## src/rtl/logica_serial.sv

```systemverilog
// logica_serial: multi-cycle bitwise logic unit for the ULA datapath.
// Latches A, B and OP on INICIO, then evaluates FATIA bits per clock for
// N = LARGURA/FATIA cycles. It finishes with a registered RESULTADO and a
// one-cycle PRONTO pulse.
// Optional flags: define ULA_LOGICA_FLAGS_EN to compute ZERO/PARIDADE;
// otherwise both outputs are tied low.
module logica_serial #(
    parameter int LARGURA = 16,
    parameter int FATIA   = 4
) (
    input  logic               CLK,
    input  logic               RST,
    input  logic               INICIO,
    input  logic [2:0]         OP,
    input  logic [LARGURA-1:0] A,
    input  logic [LARGURA-1:0] B,
    output logic               OCUPADO,
    output logic               PRONTO,
    output logic [LARGURA-1:0] RESULTADO,
    output logic               ZERO,
    output logic               PARIDADE
);

    localparam int N  = LARGURA / FATIA;
    localparam int CW = (N > 1) ? $clog2(N) : 1;
    localparam logic [CW-1:0]      ULTIMO  = CW'(N - 1);
    localparam logic [LARGURA-1:0] MASCARA = LARGURA'({FATIA{1'b1}});

    typedef enum logic {
        OCIOSO      = 1'b0,
        PROCESSANDO = 1'b1
    } estado_t;

    estado_t            estado_q, estado_d;
    logic [CW-1:0]      k_q, k_d;
    logic [LARGURA-1:0] a_q, a_d;
    logic [LARGURA-1:0] b_q, b_d;
    logic [2:0]         op_q, op_d;
    logic [LARGURA-1:0] acc_q, acc_d;
    logic [LARGURA-1:0] resultado_q, resultado_d;
    logic               pronto_q, pronto_d;

    logic [31:0]        base;
    logic [FATIA-1:0]   fat_a, fat_b, fat_r;
    logic [LARGURA-1:0] acc_novo;
    logic               ultima;

`ifdef ULA_LOGICA_FLAGS_EN
    logic zero_q, zero_d;
    logic paridade_q, paridade_d;
`endif

    // State register
    always_ff @(posedge CLK) begin
        if (RST) estado_q <= OCIOSO;
        else     estado_q <= estado_d;
    end

    // Next-state logic: accept a start while idle, leave after the last slice
    always_comb begin
        estado_d = estado_q;
        case (estado_q)
            OCIOSO:      if (INICIO) estado_d = PROCESSANDO;
            PROCESSANDO: if (ultima) estado_d = OCIOSO;
            default:     estado_d = OCIOSO;
        endcase
    end

    // Slice evaluation: pick slice k of the latched operands and merge the result into the accumulator
    always_comb begin
        base   = 32'(k_q) * 32'(FATIA);
        fat_a  = FATIA'(a_q >> base);
        fat_b  = FATIA'(b_q >> base);
        ultima = (k_q == ULTIMO);
        case (op_q)
            3'b000:  fat_r = fat_a & fat_b;
            3'b001:  fat_r = fat_a | fat_b;
            3'b010:  fat_r = fat_a ^ fat_b;
            3'b011:  fat_r = ~(fat_a & fat_b);
            3'b100:  fat_r = ~(fat_a | fat_b);
            3'b101:  fat_r = ~(fat_a ^ fat_b);
            3'b110:  fat_r = ~fat_a;
            default: fat_r = fat_a;
        endcase
        acc_novo = (acc_q & ~(MASCARA << base)) | (LARGURA'(fat_r) << base);
    end

    // Datapath next-state: operand capture, slice counter, accumulator and completion
    always_comb begin
        a_d         = a_q;
        b_d         = b_q;
        op_d        = op_q;
        k_d         = k_q;
        acc_d       = acc_q;
        resultado_d = resultado_q;
        pronto_d    = 1'b0;
`ifdef ULA_LOGICA_FLAGS_EN
        zero_d      = zero_q;
        paridade_d  = paridade_q;
`endif
        case (estado_q)
            OCIOSO: begin
                if (INICIO) begin
                    a_d   = A;
                    b_d   = B;
                    op_d  = OP;
                    k_d   = '0;
                    acc_d = '0;
                end
            end
            PROCESSANDO: begin
                acc_d = acc_novo;
                k_d   = ultima ? '0 : k_q + CW'(1);
                if (ultima) begin
                    // The final slice goes straight into RESULTADO on this same edge
                    resultado_d = acc_novo;
                    pronto_d    = 1'b1;
`ifdef ULA_LOGICA_FLAGS_EN
                    zero_d      = (acc_novo == '0);
                    paridade_d  = ^acc_novo;
`endif
                end
            end
            default: ;
        endcase
    end

    // Datapath registers, all cleared by reset
    always_ff @(posedge CLK) begin
        if (RST) begin
            a_q         <= '0;
            b_q         <= '0;
            op_q        <= '0;
            k_q         <= '0;
            acc_q       <= '0;
            resultado_q <= '0;
            pronto_q    <= 1'b0;
`ifdef ULA_LOGICA_FLAGS_EN
            zero_q      <= 1'b0;
            paridade_q  <= 1'b0;
`endif
        end else begin
            a_q         <= a_d;
            b_q         <= b_d;
            op_q        <= op_d;
            k_q         <= k_d;
            acc_q       <= acc_d;
            resultado_q <= resultado_d;
            pronto_q    <= pronto_d;
`ifdef ULA_LOGICA_FLAGS_EN
            zero_q      <= zero_d;
            paridade_q  <= paridade_d;
`endif
        end
    end

    // Outputs driven only from registers
    always_comb begin
        OCUPADO   = (estado_q == PROCESSANDO);
        PRONTO    = pronto_q;
        RESULTADO = resultado_q;
`ifdef ULA_LOGICA_FLAGS_EN
        ZERO      = zero_q;
        PARIDADE  = paridade_q;
`else
        ZERO      = 1'b0;
        PARIDADE  = 1'b0;
`endif
    end

endmodule

```

## config.mk

```make
export PLATFORM = sky130hd
export DESIGN_NAME = logica_serial
export DESIGN_NICKNAME = d
export VERILOG_FILES = /design/src/rtl/logica_serial.sv
export SDC_FILE = /design/constraint.sdc
export NUM_CORES = 1
export LEC_CHECK = 0
export BUFFER_PORTS_ARGS = -buffer_cell sky130_fd_sc_hd__buf_2
export CAP_MARGIN = 20
export CORE_UTILIZATION = 25
export CTS_BUF_LIST = sky130_fd_sc_hd__clkbuf_8
export CTS_CLUSTER_DIAMETER = 200
export DETAILED_ROUTE_END_ITERATION = 16
export GPL_TIMING_DRIVEN = 1
export REMOVE_ABC_BUFFERS = 1
export SLEW_MARGIN = 20
export SYNTH_ARGS = -nofsm -noshare
export SYNTH_HDL_FRONTEND = slang
export SYNTH_SLANG_ARGS = --single-unit
```

## constraint.sdc

```tcl
create_clock -name CLK -period 6.04 [get_ports CLK]
set_clock_uncertainty 0.15 [all_clocks]
set_input_delay 0.604 -clock CLK [delete_from_list [all_inputs] [get_ports CLK]]
set_output_delay 0.604 -clock CLK [all_outputs]
set_load 0.005 [all_outputs]
```

==> flow_metrics.env <==
export IMPL_outcome="completed"
export IMPL_hpwlAfterDp_um=5690
export IMPL_drive_gt1_share_pct=23.4
export IMPL_grt_max_degree=57
export IMPL_dp_slack_ns=2.76
export IMPL_avgSynthCellArea_um2=8.82
export IMPL_vias=2852
export IMPL_dr_pass1_iters=5
export IMPL_synthMuxAreaShare_pct=6.56
export IMPL_sw_frac_of_total_pct=27.9
export IMPL_nets=485
export IMPL_max_freq_mhz=336
export IMPL_synth_area_um2=3510
export IMPL_ys_ff_latch=67
export IMPL_grt_pass1_vias=2843
export IMPL_place_congestion=0.788
export IMPL_synth_compound_area_share_pct=21.8
export IMPL_cts_hold_buffers=0
export IMPL_start_util_pct=26.1
export IMPL_drc=0
export IMPL_postCtsSetupBuffers=0
export IMPL_whs_ns=0.297
export IMPL_setup_tns_ns=0
export IMPL_via_per_inst=4.63
export IMPL_syn2layout_area_growth_pct=15.1
export IMPL_wirelength_um=8190
export IMPL_post_drt_wl_per_cell_um=13.3
export IMPL_die_h_um=120
export IMPL_diodes=0
export IMPL_synthDistinctLibCells=38
export IMPL_crit_chain="ha_1 > nand2_1 > nor2_1 > nand3_1 > o31ai_1"
export IMPL_grt_ovfl_total=0
export IMPL_leakagePower_nw=1.57
export IMPL_combPwrFrac_pct=14.2
export IMPL_ant_nets=0
export IMPL_ys_seq_area_share_pct=38.2
export IMPL_ioPinCount=58
export IMPL_core_um2=13500
export IMPL_max_vdd_ir_drop_uv=121
export IMPL_utilization_pct=30.0
export IMPL_antenna_found_initial=0
export IMPL_clk_latency_ns=0.35
export IMPL_die_x_um=120
export IMPL_drtIter0Drc=163
export IMPL_synthSimpleGateAreaFrac_pct=22.0
export IMPL_synth_top_area_cell="dfxtp_1"
export IMPL_drv_cap=0
export IMPL_worst_setup_path_type="reg2reg"
export IMPL_die_area_um2=14500
export IMPL_port_buffers=55
export IMPL_grt_usage_pct=12.1
export IMPL_start_kind="register"
export IMPL_numCtsBuffers=9
export IMPL_setup_viol=0
export IMPL_p_int_w=0.000720
export IMPL_crit_path_max_fanout=21
export IMPL_root_buffer="clkbuf_8"
export IMPL_fin_crit_sh_pct=49.2
export IMPL_setup_ws_ns=3.07
export IMPL_power_density_nw_per_um2=247
export IMPL_placed_cell_area_um2=3830
export IMPL_period_minus_slack_ns=2.97
export IMPL_rsz0062_at_grt="false"
export IMPL_synth_top_family_by_area="simple AND/OR/NAND/NOR gates"
export IMPL_synth_xor_area_share_pct=0
export IMPL_cp_end_kind="register"
export IMPL_critPathArrivalTime_ns=3.08
export IMPL_finalHoldViolCount=0
export IMPL_htree_levels=3
export IMPL_cp_required_ns=6.15
export IMPL_hold_class="reg2reg"
export IMPL_synth_fa_ha_area_share_pct=4.28
export IMPL_layout_common_cells="nand2_1 (105), dfxtp_1 (66), buf_2 (55), a21oi_1 (42), o31ai_1 (28)"
export IMPL_cts_tree="built"
export IMPL_rows=42
export IMPL_postCtsResizedCells=0
export IMPL_grt_pass1_wl_um=13700
export IMPL_final_common_cell="nand2_1"
export IMPL_pwr_share_seq_pct=48.0
export IMPL_netlist_top_cells_area="dfxtp_1 (38%), nand2_1 (11%), a21oi_1 (6.0%)"
export IMPL_p_clk_share_pct=37.8
export IMPL_max_slew_margin_pct=42.5
export IMPL_syn_inst=398
export IMPL_synth_warnings=0
export IMPL_clk_pin_slew_ns=0.08
export IMPL_cts_sinks=67
export IMPL_clk_path_buf_depth=2
export IMPL_slowest_delay_ns=0.84
export IMPL_slowest_stage="dfxtp_1"
export IMPL_slew_viol_final=0
export IMPL_tightestPinTransition_ns=0.861
export IMPL_fin_area_um2=4040
export IMPL_power_switching_w=0.000278
export IMPL_synth_top_area_share_pct=38.2
-- flip-flops by register name, indices dropped and copies added, names as in the netlist --
name	flops
RESULTADO	16
a_q	16
b_q	16
acc_q	12
op_q	3
k_q	2
OCUPADO	1
PRONTO	1
-- synth_stat cells, drive strengths merged --
library cell  instances
a2111oi               2
nor2                  6
and3                  1
nor3                  7
clkbuf               12
mux2i                 8
o211a                 2
nand3                 5
mux4                  4
o21a                  2
o21ai                 4
a21oi                43
dfxtp                67
ha                   12
buf                  21
and2                  4
a221oi                2
nand3b                5
nand2b                6
o2bb2ai               4
o31ai                28
nor2b                 4
mux2                  4
a21o                 12
nand4b               12
nand2               105
conb                  1
inv                  12
a211oi                3
-- logic make-up after synthesis --
logic type               after synthesis
multiplexers                          16
AO/OA/AOI/OAI                        102
other                                  1
AND/OR/NAND/NOR                      155
adder cells (fa/ha/maj)               12
flip-flops                            67
buffers and inverters                 45
-- metal layers --
layer	share of wire, %	GRT usage, %	wire length, um
met1	48	15.7	3960
met3	6.2	3.30	510
met5	0	0	0
met2	45	19.1	3650
met4	0.94	4.24	77
-- critical path: cells and delay by family (launching register included) --
family	cells	cell delay, ns
compound gates	1	0.28
fa+ha+maj	1	0.64
flops	1	0.84
simple gates	3	0.95
-- layout make-up --
cell class | count | area (um2)
fill | 1473 | 9410
multi-input combinational | 287 | 1930
inverter | 12 | 45.0
sequential | 67 | 1340
tap | 176 | 220
clock buffer | 10 | 138
timing repair buffer | 58 | 298
clock inverter | 6 | 65.1
-- worst paths after layout --
path | start | cells past startpoint | endpoint | slack (ns)
worst max-delay path | k_q[1] | 5 | RESULTADO[10] | 3.07
worst min-delay path | RESULTADO[12] | 2 | RESULTADO[12] | 0.30
worst max register to register | k_q[1] | 5 | RESULTADO[10] | 3.07
worst min register to register | RESULTADO[12] | 2 | RESULTADO[12] | 0.30
-- power groups by stage --
stage	clock network (W)	registers [W]	logic, W
finish	0.000377	0.000479	0.000142
global route	0.000409	0.000483	0.000158
CTS	0.000391	0.000479	0.000143
detailed placement	0	0.000489	0.000143
global placement	0	0.000488	0.000138
floorplan	0	0.000486	0.0000952
-- stage by stage --
stage,power [W],instances
after floorplan,0.000582,366
after global placement,0.000626,600
after detailed placement,0.000632,600
after CTS,0.00101,616
after global routing,0.00105,616
final,0.000998,616
Note: power is estimated with default switching activity, not from simulation.
